[src/rtl/eep_bram_arb_pkg.sv]
// eep_arb_pkg: shared definitions for the save-BRAM arbiter.
//   - arb_state_t : access sequencer states (IDLE -> ISSUE -> DONE)
//   - REQ_*       : requester indices (bit positions in req/we/ack)
//   - BRAM_AW     : BRAM address width (512 x 8 save RAM)
//   - next_req    : round-robin successor of a requester index
package eep_arb_pkg;

    typedef enum logic [1:0] {
        IDLE  = 2'd0,
        ISSUE = 2'd1,
        DONE  = 2'd2
    } arb_state_t;

    localparam logic [1:0] REQ_EEP0 = 2'd0;
    localparam logic [1:0] REQ_EEP1 = 2'd1;
    localparam logic [1:0] REQ_HOST = 2'd2;
    localparam int         NREQ     = 3;
    localparam int         BRAM_AW  = 9;

    // Successor in the order 0, 1, 2, wrap. The unused code 3 maps to 0.
    function automatic logic [1:0] next_req(input logic [1:0] r);
        return (r >= 2'd2) ? 2'd0 : r + 2'd1;
    endfunction

endpackage

[src/rtl/eep_bram_arb_if.sv]
// eep_bram_arb_if: requester and BRAM signals of the save-BRAM arbiter.
//   Requester side: req/we (per requester), eep0_addr, eep1_addr, host_addr,
//                   wdat0..2 in; ack (per requester) and shared rdat out.
//   BRAM side     : bram_addr/bram_we/bram_di out, bram_do in (1-cycle read).
//   slave  modport: the arbiter.
//   master modport: requesters plus the BRAM that sits behind the arbiter.
interface eep_bram_arb_if;
    import eep_arb_pkg::*;

    logic [NREQ-1:0]    req;
    logic [NREQ-1:0]    we;
    logic [7:0]         eep0_addr;
    logic [7:0]         eep1_addr;
    logic [BRAM_AW-1:0] host_addr;
    logic [7:0]         wdat0;
    logic [7:0]         wdat1;
    logic [7:0]         wdat2;
    logic [NREQ-1:0]    ack;
    logic [7:0]         rdat;
    logic [BRAM_AW-1:0] bram_addr;
    logic               bram_we;
    logic [7:0]         bram_di;
    logic [7:0]         bram_do;

    modport slave (
        input  req, we, eep0_addr, eep1_addr, host_addr, wdat0, wdat1, wdat2, bram_do,
        output ack, rdat, bram_addr, bram_we, bram_di
    );

    modport master (
        output req, we, eep0_addr, eep1_addr, host_addr, wdat0, wdat1, wdat2, bram_do,
        input  ack, rdat, bram_addr, bram_we, bram_di
    );

endinterface

[src/rtl/eep_bram_arb_rr_pick3.sv]
// rr_pick3: combinational 3-way round-robin picker.
//   eligible : requesters that may be granted now
//   last_gnt : most recent grant; the search starts at its successor
//   valid    : some requester is eligible
//   idx      : chosen requester
// HOST_PRIO=1 lets the host (index 2) win whenever eligible; the caller then
// feeds last_gnt with the last eep grant so eep0/eep1 alternate cleanly.
module rr_pick3
    import eep_arb_pkg::*;
#(
    parameter bit HOST_PRIO = 1'b0
) (
    input  logic [NREQ-1:0] eligible,
    input  logic [1:0]      last_gnt,
    output logic            valid,
    output logic [1:0]      idx
);

    logic [1:0] cand0;
    logic [1:0] cand1;
    logic [1:0] cand2;

    assign cand0 = next_req(last_gnt);
    assign cand1 = next_req(cand0);
    assign cand2 = next_req(cand1);
    assign valid = |eligible;

    always_comb begin
        idx = REQ_EEP0;
        if (HOST_PRIO && eligible[REQ_HOST]) begin
            idx = REQ_HOST;
        end else begin
            // Farthest candidate first so the nearest eligible one overrides.
            if (eligible[cand2]) idx = cand2;
            if (eligible[cand1]) idx = cand1;
            if (eligible[cand0]) idx = cand0;
        end
    end

endmodule

[src/rtl/eep_bram_arb.sv]
// eep_bram_arb: arbitrates one single-port 512x8 save BRAM between the
// internal 24C02 emulator (eep0, bank 0), the external 24X01 emulator
// (eep1, bank 1) and the host save-state port. One access is in flight at a
// time: IDLE/DONE pick a requester, ISSUE presents it to the BRAM, DONE
// returns ack[gnt] with rdat = bram_do. Throughput is one access per 2 cycles.
//   clk, rst_n : clock, asynchronous active-low reset
//   bus        : eep_bram_arb_if.slave (requester handshake + BRAM port)
//   dirty      : (EEP_DIRTY_TRACK_EN only) per-bank "eep wrote here" flags
//   dirty_clr  : (EEP_DIRTY_TRACK_EN only) per-bank clear pulses
// Parameters: EEP1_AMASK masks the bank-1 address; HOST_PRIO=1 gives the
// host fixed top priority instead of joining the round-robin.
module eep_bram_arb
    import eep_arb_pkg::*;
#(
    parameter logic [7:0] EEP1_AMASK = 8'hFF,
    parameter bit         HOST_PRIO  = 1'b0
) (
    input  logic clk,
    input  logic rst_n,
`ifdef EEP_DIRTY_TRACK_EN
    output logic [1:0] dirty,
    input  logic [1:0] dirty_clr,
`endif
    eep_bram_arb_if.slave bus
);

    arb_state_t         state_reg, state_next;
    logic [1:0]         gnt_reg;
    logic [1:0]         last_gnt_reg;
    logic               last_eep_reg;
    logic [BRAM_AW-1:0] bram_addr_reg;
    logic               bram_we_reg;
    logic [7:0]         bram_di_reg;

    logic [NREQ-1:0]    eligible;
    logic               pick_valid;
    logic [1:0]         pick_idx;
    logic [1:0]         pick_last;
    logic               grant_go;
    logic [BRAM_AW-1:0] sel_addr;
    logic               sel_we;
    logic [7:0]         sel_di;

    // The grantee still holds req during its ack cycle, so it is masked in DONE.
    for (genvar gi = 0; gi < NREQ; gi++) begin : g_req
        assign eligible[gi] = bus.req[gi] & ~((state_reg == DONE) & (gnt_reg == 2'(gi)));
        assign bus.ack[gi]  = (state_reg == DONE) & (gnt_reg == 2'(gi));
    end

    // With host priority the host never takes a round-robin turn, so the
    // eep pair rotates on its own history.
    assign pick_last = HOST_PRIO ? {1'b0, last_eep_reg} : last_gnt_reg;

    rr_pick3 #(.HOST_PRIO(HOST_PRIO)) u_pick (
        .eligible (eligible),
        .last_gnt (pick_last),
        .valid    (pick_valid),
        .idx      (pick_idx)
    );

    always_comb begin
        sel_addr = bus.host_addr;
        sel_we   = bus.we[REQ_HOST];
        sel_di   = bus.wdat2;
        case (pick_idx)
            REQ_EEP0: begin
                sel_addr = {1'b0, bus.eep0_addr};
                sel_we   = bus.we[REQ_EEP0];
                sel_di   = bus.wdat0;
            end
            REQ_EEP1: begin
                sel_addr = {1'b1, bus.eep1_addr & EEP1_AMASK};
                sel_we   = bus.we[REQ_EEP1];
                sel_di   = bus.wdat1;
            end
            default: ;
        endcase
    end

    always_comb begin
        state_next = state_reg;
        grant_go   = 1'b0;
        case (state_reg)
            IDLE: begin
                if (pick_valid) begin
                    state_next = ISSUE;
                    grant_go   = 1'b1;
                end
            end
            ISSUE: state_next = DONE;
            DONE: begin
                if (pick_valid) begin
                    state_next = ISSUE;
                    grant_go   = 1'b1;
                end else begin
                    state_next = IDLE;
                end
            end
            default: state_next = IDLE;
        endcase
    end

    always_ff @(posedge clk or negedge rst_n) begin
        if (!rst_n) begin
            state_reg     <= IDLE;
            gnt_reg       <= REQ_EEP0;
            last_gnt_reg  <= REQ_HOST;
            last_eep_reg  <= 1'b1;
            bram_addr_reg <= '0;
            bram_we_reg   <= 1'b0;
            bram_di_reg   <= '0;
        end else begin
            state_reg <= state_next;
            if (grant_go) begin
                gnt_reg       <= pick_idx;
                last_gnt_reg  <= pick_idx;
                bram_addr_reg <= sel_addr;
                bram_we_reg   <= sel_we;
                bram_di_reg   <= sel_di;
                if (pick_idx != REQ_HOST) last_eep_reg <= pick_idx[0];
            end
        end
    end

    // bram_we_reg lingers into DONE; the state gate keeps the strobe to ISSUE.
    assign bus.bram_we   = bram_we_reg & (state_reg == ISSUE);
    assign bus.bram_addr = bram_addr_reg;
    assign bus.bram_di   = bram_di_reg;
    assign bus.rdat      = bus.bram_do;

`ifdef EEP_DIRTY_TRACK_EN
    logic [1:0] dirty_reg;
    logic [1:0] dirty_set;

    // Only eep requesters 0/1 map to banks 0/1; host grants never match.
    for (genvar gi = 0; gi < 2; gi++) begin : g_dirty
        assign dirty_set[gi] = (state_reg == ISSUE) & bram_we_reg & (gnt_reg == 2'(gi));
    end

    always_ff @(posedge clk or negedge rst_n) begin
        if (!rst_n) begin
            dirty_reg <= '0;
        end else begin
            dirty_reg <= dirty_set | (dirty_reg & ~dirty_clr);
        end
    end

    assign dirty = dirty_reg;
`endif

endmodule

[src/flat_wrapper.sv]
// flat-port wrapper written by rule: the top's interface ports become plain ports
module eep_bram_arb_flat import eep_arb_pkg::*;
#(
    parameter logic [7:0] EEP1_AMASK = 8'hFF,
    parameter bit         HOST_PRIO  = 1'b0
)
  (clk, rst_n, bus_req, bus_we, bus_eep0_addr, bus_eep1_addr, bus_host_addr, bus_wdat0, bus_wdat1, bus_wdat2, bus_bram_do, bus_ack, bus_rdat, bus_bram_addr, bus_bram_we, bus_bram_di);
  eep_bram_arb_if bus_i ();
  input  logic clk;
  input  logic rst_n;
  input wire logic [$bits(bus_i.req)-1:0] bus_req;
  input wire logic [$bits(bus_i.we)-1:0] bus_we;
  input wire logic [$bits(bus_i.eep0_addr)-1:0] bus_eep0_addr;
  input wire logic [$bits(bus_i.eep1_addr)-1:0] bus_eep1_addr;
  input wire logic [$bits(bus_i.host_addr)-1:0] bus_host_addr;
  input wire logic [$bits(bus_i.wdat0)-1:0] bus_wdat0;
  input wire logic [$bits(bus_i.wdat1)-1:0] bus_wdat1;
  input wire logic [$bits(bus_i.wdat2)-1:0] bus_wdat2;
  input wire logic [$bits(bus_i.bram_do)-1:0] bus_bram_do;
  output wire logic [$bits(bus_i.ack)-1:0] bus_ack;
  output wire logic [$bits(bus_i.rdat)-1:0] bus_rdat;
  output wire logic [$bits(bus_i.bram_addr)-1:0] bus_bram_addr;
  output wire logic [$bits(bus_i.bram_we)-1:0] bus_bram_we;
  output wire logic [$bits(bus_i.bram_di)-1:0] bus_bram_di;
  assign bus_i.req = bus_req;
  assign bus_i.we = bus_we;
  assign bus_i.eep0_addr = bus_eep0_addr;
  assign bus_i.eep1_addr = bus_eep1_addr;
  assign bus_i.host_addr = bus_host_addr;
  assign bus_i.wdat0 = bus_wdat0;
  assign bus_i.wdat1 = bus_wdat1;
  assign bus_i.wdat2 = bus_wdat2;
  assign bus_i.bram_do = bus_bram_do;
  assign bus_ack = bus_i.ack;
  assign bus_rdat = bus_i.rdat;
  assign bus_bram_addr = bus_i.bram_addr;
  assign bus_bram_we = bus_i.bram_we;
  assign bus_bram_di = bus_i.bram_di;
  eep_bram_arb #(.EEP1_AMASK(EEP1_AMASK), .HOST_PRIO(HOST_PRIO)) u_core (.clk(clk), .rst_n(rst_n), .bus(bus_i));
endmodule
[config.mk]
export PLATFORM = sky130hd
export DESIGN_NAME = eep_bram_arb_flat
export DESIGN_NICKNAME = d
export VERILOG_FILES = /design/src/rtl/eep_bram_arb_pkg.sv /design/src/rtl/eep_bram_arb_if.sv /design/src/rtl/eep_bram_arb_rr_pick3.sv /design/src/rtl/eep_bram_arb.sv /design/src/flat_wrapper.sv
export SDC_FILE = /design/constraint.sdc
export NUM_CORES = 1
export LEC_CHECK = 0
export CAP_MARGIN = 5
export CORE_UTILIZATION = 38
export CTS_CLUSTER_DIAMETER = 60
export DETAILED_ROUTE_END_ITERATION = 8
export GPL_TIMING_DRIVEN = 0
export PLACE_DENSITY_LB_ADDON = 0.05
export SLEW_MARGIN = 40
export SYNTH_ARGS = -nofsm -noshare
export SYNTH_HDL_FRONTEND = slang
export SYNTH_HIERARCHICAL = 1
export SYNTH_SLANG_ARGS = --single-unit
[constraint.sdc]
create_clock -name clk -period 3.9 [get_ports clk]
set_clock_uncertainty 0.15 [all_clocks]
set_input_delay 0.78 -clock clk [delete_from_list [all_inputs] [get_ports clk]]
set_output_delay 0.78 -clock clk [all_outputs]
set_load 0.005 [all_outputs]
Yosys cells after proc, flatten, opt, wreduce, memory -nomap -nowiden. Cells that the tools add are included.

Add/subtract/negate cells: 3. Magnitude comparators: 6. Equal/unequal tests: 6. Muxes and demuxes: 20. Bitwise gates (word level): 10. Reduce and logical (&&, ||, !) cells: 5.

Operators with widths (count): case mux 9 bit (2 select lines) (1); case mux 8 bit (2 select lines) (1); two-way mux 2 bit (7); < comparator 2 x 3 -> 1 bit (second input constant) (3); AND 1 bit (7); adder 2 x 1 -> 2 bit (second input constant) (3); binary-select mux 1 bit (select 2 bit) (3); equality test 2 x 1 -> 1 bit (second input constant) (3); >= comparator 2 bit (second input constant) (3); logical NOT 2 bit (3); two-way mux 1 bit (6); case mux 2 bit (3 select lines) (1); equality test 2 bit (second input constant) (2); inverter 1 bit (3); OR reduction 3 bit (1); != test 2 x 1 -> 1 bit (second input constant) (1); case mux 1 bit (2 select lines) (1); OR reduction 2 bit (1).

Flip-flop bits (word level): 24. Output and inout bits: 29.

Depth between registers and ports, before layout.
Depth in word-level cells: 13. Depth in mapped cells: 9. Gate-level depth less buffers: 7.

By module. The synthesis kept the hierarchy.

Modules (own cells, without submodules): eep_bram_arb (times used 1, cells each 131, area an instance 1336.3 um2); rr_pick3 (times used 1, cells each 8, area an instance 58.8 um2).

Worst setup path before layout. Ideal clock, no wire load.

Path type: input to register. From: input port bus_req[1]. To: register u_core.bram_we_reg. Library setup time: 0.127 ns. Arrival time: 2.012 ns. Required time: 3.623 ns. Setup slack: 1.611 ns. Stages on the path: 7. Path through: nor2b_1 > or2b_1 > o32ai_2 > buf_4 > buf_4 > mux2i_1 > o211ai_2.

Word-level cells in the longest chain between the ends: 8.

RTL lines: from (decl) (RTL line flat_wrapper.sv:11) `input wire logic [$bits(bus_i.req)-1:0] bus_req;`; AND 1 bit * (RTL line eep_bram_arb.sv:46) `assign eligible[gi] = bus.req[gi] & ~((state_reg == DONE) & (gnt_reg == 2'(gi)));`; binary-select mux 1 bit (select 2 bit) (RTL line eep_bram_arb_rr_pick3.sv:34) `if (eligible[cand2]) idx = cand2;`; two-way mux 1 bit (implied by the code) (RTL line eep_bram_arb_rr_pick3.sv:34); two-way mux 2 bit (RTL line eep_bram_arb_rr_pick3.sv:34); two-way mux 2 bit (RTL line eep_bram_arb_rr_pick3.sv:35) `if (eligible[cand1]) idx = cand1;`; two-way mux 2 bit * (RTL line eep_bram_arb_rr_pick3.sv:36) `if (eligible[cand0]) idx = cand0;`; named net u_core.pick_idx[0] (RTL line eep_bram_arb.sv:37) `logic [1:0] pick_idx;`; equality test 2 x 1 -> 1 bit or logical NOT 2 bit (tied branches) (RTL line eep_bram_arb.sv:65) `case (pick_idx)`; case mux 1 bit (2 select lines) * (RTL line eep_bram_arb.sv:65); to (signal assigned) (RTL line eep_bram_arb.sv:118) `bram_we_reg <= sel_we;`; to (decl) (RTL line eep_bram_arb.sv:32) `logic bram_we_reg;`.

The timed path passes the listed nets; every way through them passes the cells marked *. The select of a mux whose other input is x is not followed. A chain may end at the register's enable or synchronous reset.

Final worst setup path.
From: register u_core.state_reg[0]. To: output port bus_ack[0].

Word-level cells in the longest chain between the ends: 2.

RTL lines: from (decl) (RTL line eep_bram_arb.sv:27) `arb_state_t state_reg, state_next;`; from (signal assigned) (RTL line eep_bram_arb.sv:113) `state_reg <= state_next;`; equality test 2 bit (RTL line eep_bram_arb.sv:47) `assign bus.ack[gi] = (state_reg == DONE) & (gnt_reg == 2'(gi));`; AND 1 bit (RTL line eep_bram_arb.sv:47); to (decl) (RTL line flat_wrapper.sv:20) `output wire logic [$bits(bus_i.ack)-1:0] bus_ack;`.

Every way passes these cells.

==> flow_summary.json <==
{
  "holdCritPathClass": "input pin to asynchronous set/reset pin",
  "setup_viol": 0,
  "gr-total-overflow": 0,
  "h-tree-depth": 1,
  "ctsHoldBuffers": 0,
  "grt_pass1_vias": 1394,
  "ioPinCount": 94,
  "holdWs_ns": 0.259,
  "sequentialPowerShare_pct": 32.9,
  "dpl.hpwl_mm": 3.01,
  "powerDensity_mw_per_mm2": 562,
  "synth_enable_flop_cells": 0,
  "timing.final.max_slew_violations": 0,
  "worstSetupPathType": "register to output port",
  "grtUsageTotal_pct": 21.7,
  "combPwrFrac_pct": 58.6,
  "rsz0062_at_grt": "no",
  "largest_register_ffs": 9,
  "p_leak_uw": 0.000993,
  "diodes": 0,
  "start_util_pct": 40.8,
  "root_buffer": "clkbuf_4",
  "critPathMaxFanout": 5,
  "drt_iter0_markers": 57,
  "wirelength_mm": 3.87,
  "worstPathRequired_ns": 2.97,
  "tritoncts": "done",
  "netlist_area_mm2": 0.00140,
  "worst_slew_pin_slew_ns": 0.529,
  "status": "finished, final reports clean",
  "synth.top_cell.area_share_pct": 39.5,
  "reg2reg_from": "u_core/state_reg[0]$_DFFE_PN0P_",
  "synth_top_cell_by_area": "dfrtp_1",
  "wl_per_cell_um": 14.1,
  "n_fill_cell": 294,
  "area_growth_pct": 66.7,
  "timing.final.crit_share_pct": 68.6,
  "fp.dieH_um": 62.6,
  "grt_max_degree": 24,
  "max_freq_ghz": 0.374,
  "vias": 1374,
  "viasPerCell": 5.01,
  "cts.path.max_buffers": 2,
  "crit_arrival_ns": 1.75,
  "grt_pass1_wl_mm": 6.61,
  "cts_made_buffers": 3,
  "startpoint": "u_core/state_reg[0]$_DFFE_PN0P_",
  "antenna_found_initial": 0,
  "yosysMostFrequentCell": "nand2_1",
  "async_reset_ff_share_pct": 100,
  "timing.slew.headroom_pct": 64.7,
  "fin_crit_ns": 2.68,
  "synth_nets": 204,
  "fin_tns_setup_ns": 0,
  "setup_ws_ns": 1.22,
  "num-nets-final": 294,
  "hold_violations": 0,
  "post_cts_resized": 0,
  "drtAntennaViolNets": 0,
  "num_rows": 21,
  "switching_share_pct": 37.0,
  "clkPwrFrac_pct": 8.4,
  "gp_congestion": 0.736,
  "drc": 0,
  "worstSetupStartpointType": "register",
  "clock_latency_ns": 0.31,
  "first_pass_iters": 4,
  "synth.ff_latch_count": 23,
  "synth_commonest_cells": "nand2_1 (26), dfrtp_1 (22), mux2i_1 (18)",
  "ir_drop_mv": 0.284,
  "die_w_um": 62.6,
  "p_int_uw": 823,
  "synth_warnings": 6,
  "synth_ff_type": "dfrtp_1",
  "p_switching_uw": 483,
  "cts_setup_buffers": 0,
  "cts.sinks": 23,
  "synthDistinctLibCells": 26,
  "postSynthCellCount": 139,
  "avgSynthCellArea_um2": 10.0,
  "portBuffers": 85,
  "place_ws_ns": 0.919,
  "core_mm2": 0.00342,
  "drv_cap": 0,
  "clk_pin_slew_ns": 0.13,
  "die_area_mm2": 0.00392,
  "synthTopCellsByArea": "dfrtp_1 (39%), mux2i_1 (13%), o211ai_2 (9.0%)",
  "drive_gt1_share_pct": 16.2,
  "end_kind": "output port",
  "ys_seq_area_share_pct": 41.3
}
power by group through the flow:
stage | Clock [uW] | Combinational (uW) | Sequential [uW]
2_1_floorplan | 0 | 412 | 430
3_3_place_gp | 0 | 754 | 427
3_5_place_dp | 0 | 768 | 436
4_1_cts | 114 | 772 | 431
5_1_grt | 123 | 839 | 448
6_report | 110 | 766 | 430
cell type report:
cell class	instances	area, um^2	area share [%]
well taps	46	57.6	2.47
repair buffers	85	846	36.4
flip-flops and latches	23	577	24.8
clock inverters	1	5.00	0.215
clock buffers	3	22.5	0.968
multi-input cells	96	686	29.5
inverters	2	7.51	0.323
plain buffers	18	125	5.38
kinds of logic after synthesis:
family                 synth area share [%]
AO/OA/AOI/OAI                          15.2
AND/OR/NAND/NOR                        21.1
buffers and inverters                  9.51
multiplexers                           12.9
flip-flops                             41.3
critical path, stage by stage (launching register included):
cell and delay [ns]:
dfrtp_1 0.43, nor4b_1 0.43, clkdlybuf4s50_1 0.58
cell usage in the layout (no fill, tap or decap), drive strengths merged, types with 2 or more instances in the layout:
cell / synthesis / layout
nand3: 17 / 17
dfrtp: 22 / 22
o211ai: 17 / 17
nand2: 26 / 26
inv: 2 / 2
mux2i: 18 / 18
clkbuf: 1 / 4
nand2b: 2 / 2
clkdlybuf4s50: 0 / 84
and4bb: 2 / 2
nor2b: 6 / 6
buf: 17 / 18
through the flow:
| stage | cells | utilization [%] | area (um^2) | total power (uW) |
|---|---|---|---|---|
| final | 274 | 68.1 | 2330 | 1310 |
| after global routing | 274 | 68.1 | 2330 | 1410 |
| after CTS | 274 | 68.1 | 2330 | 1320 |
| after detailed placement | 270 | 67.3 | 2300 | 1200 |
| after global placement | 270 | 67.4 | 2300 | 1180 |
| after floorplan | 139 | - | 1400 | 843 |
layer usage:
layer	wire (um)	global-route usage [%]	up-vias
met5	0	0	-
met4	38	6.10	0
met3	317	4.56	4
met2	1910	37.8	78
met1	1600	26.8	631
li1	-	-	661
worst paths after layout:
path	to	slack (ns)	cells after the start
worst max-delay path	bus_ack[0]	1.22	2
worst min-delay path	u_core/state_reg[1]$_DFFE_PN0P_	0.26	1
worst max register to register	u_core/bus.bram_di[5]$_DFFE_PN0P_	1.43	8
worst min register to register	u_core/state_reg[1]$_DFFE_PN0P_	0.34	1
max in group asynchronous	u_core/last_gnt_reg[1]$_DFFE_PN1P_	2.98	1
min in group clk	u_core/state_reg[1]$_DFFE_PN0P_	0.34	1
Power figures use the tool's default switching activity.
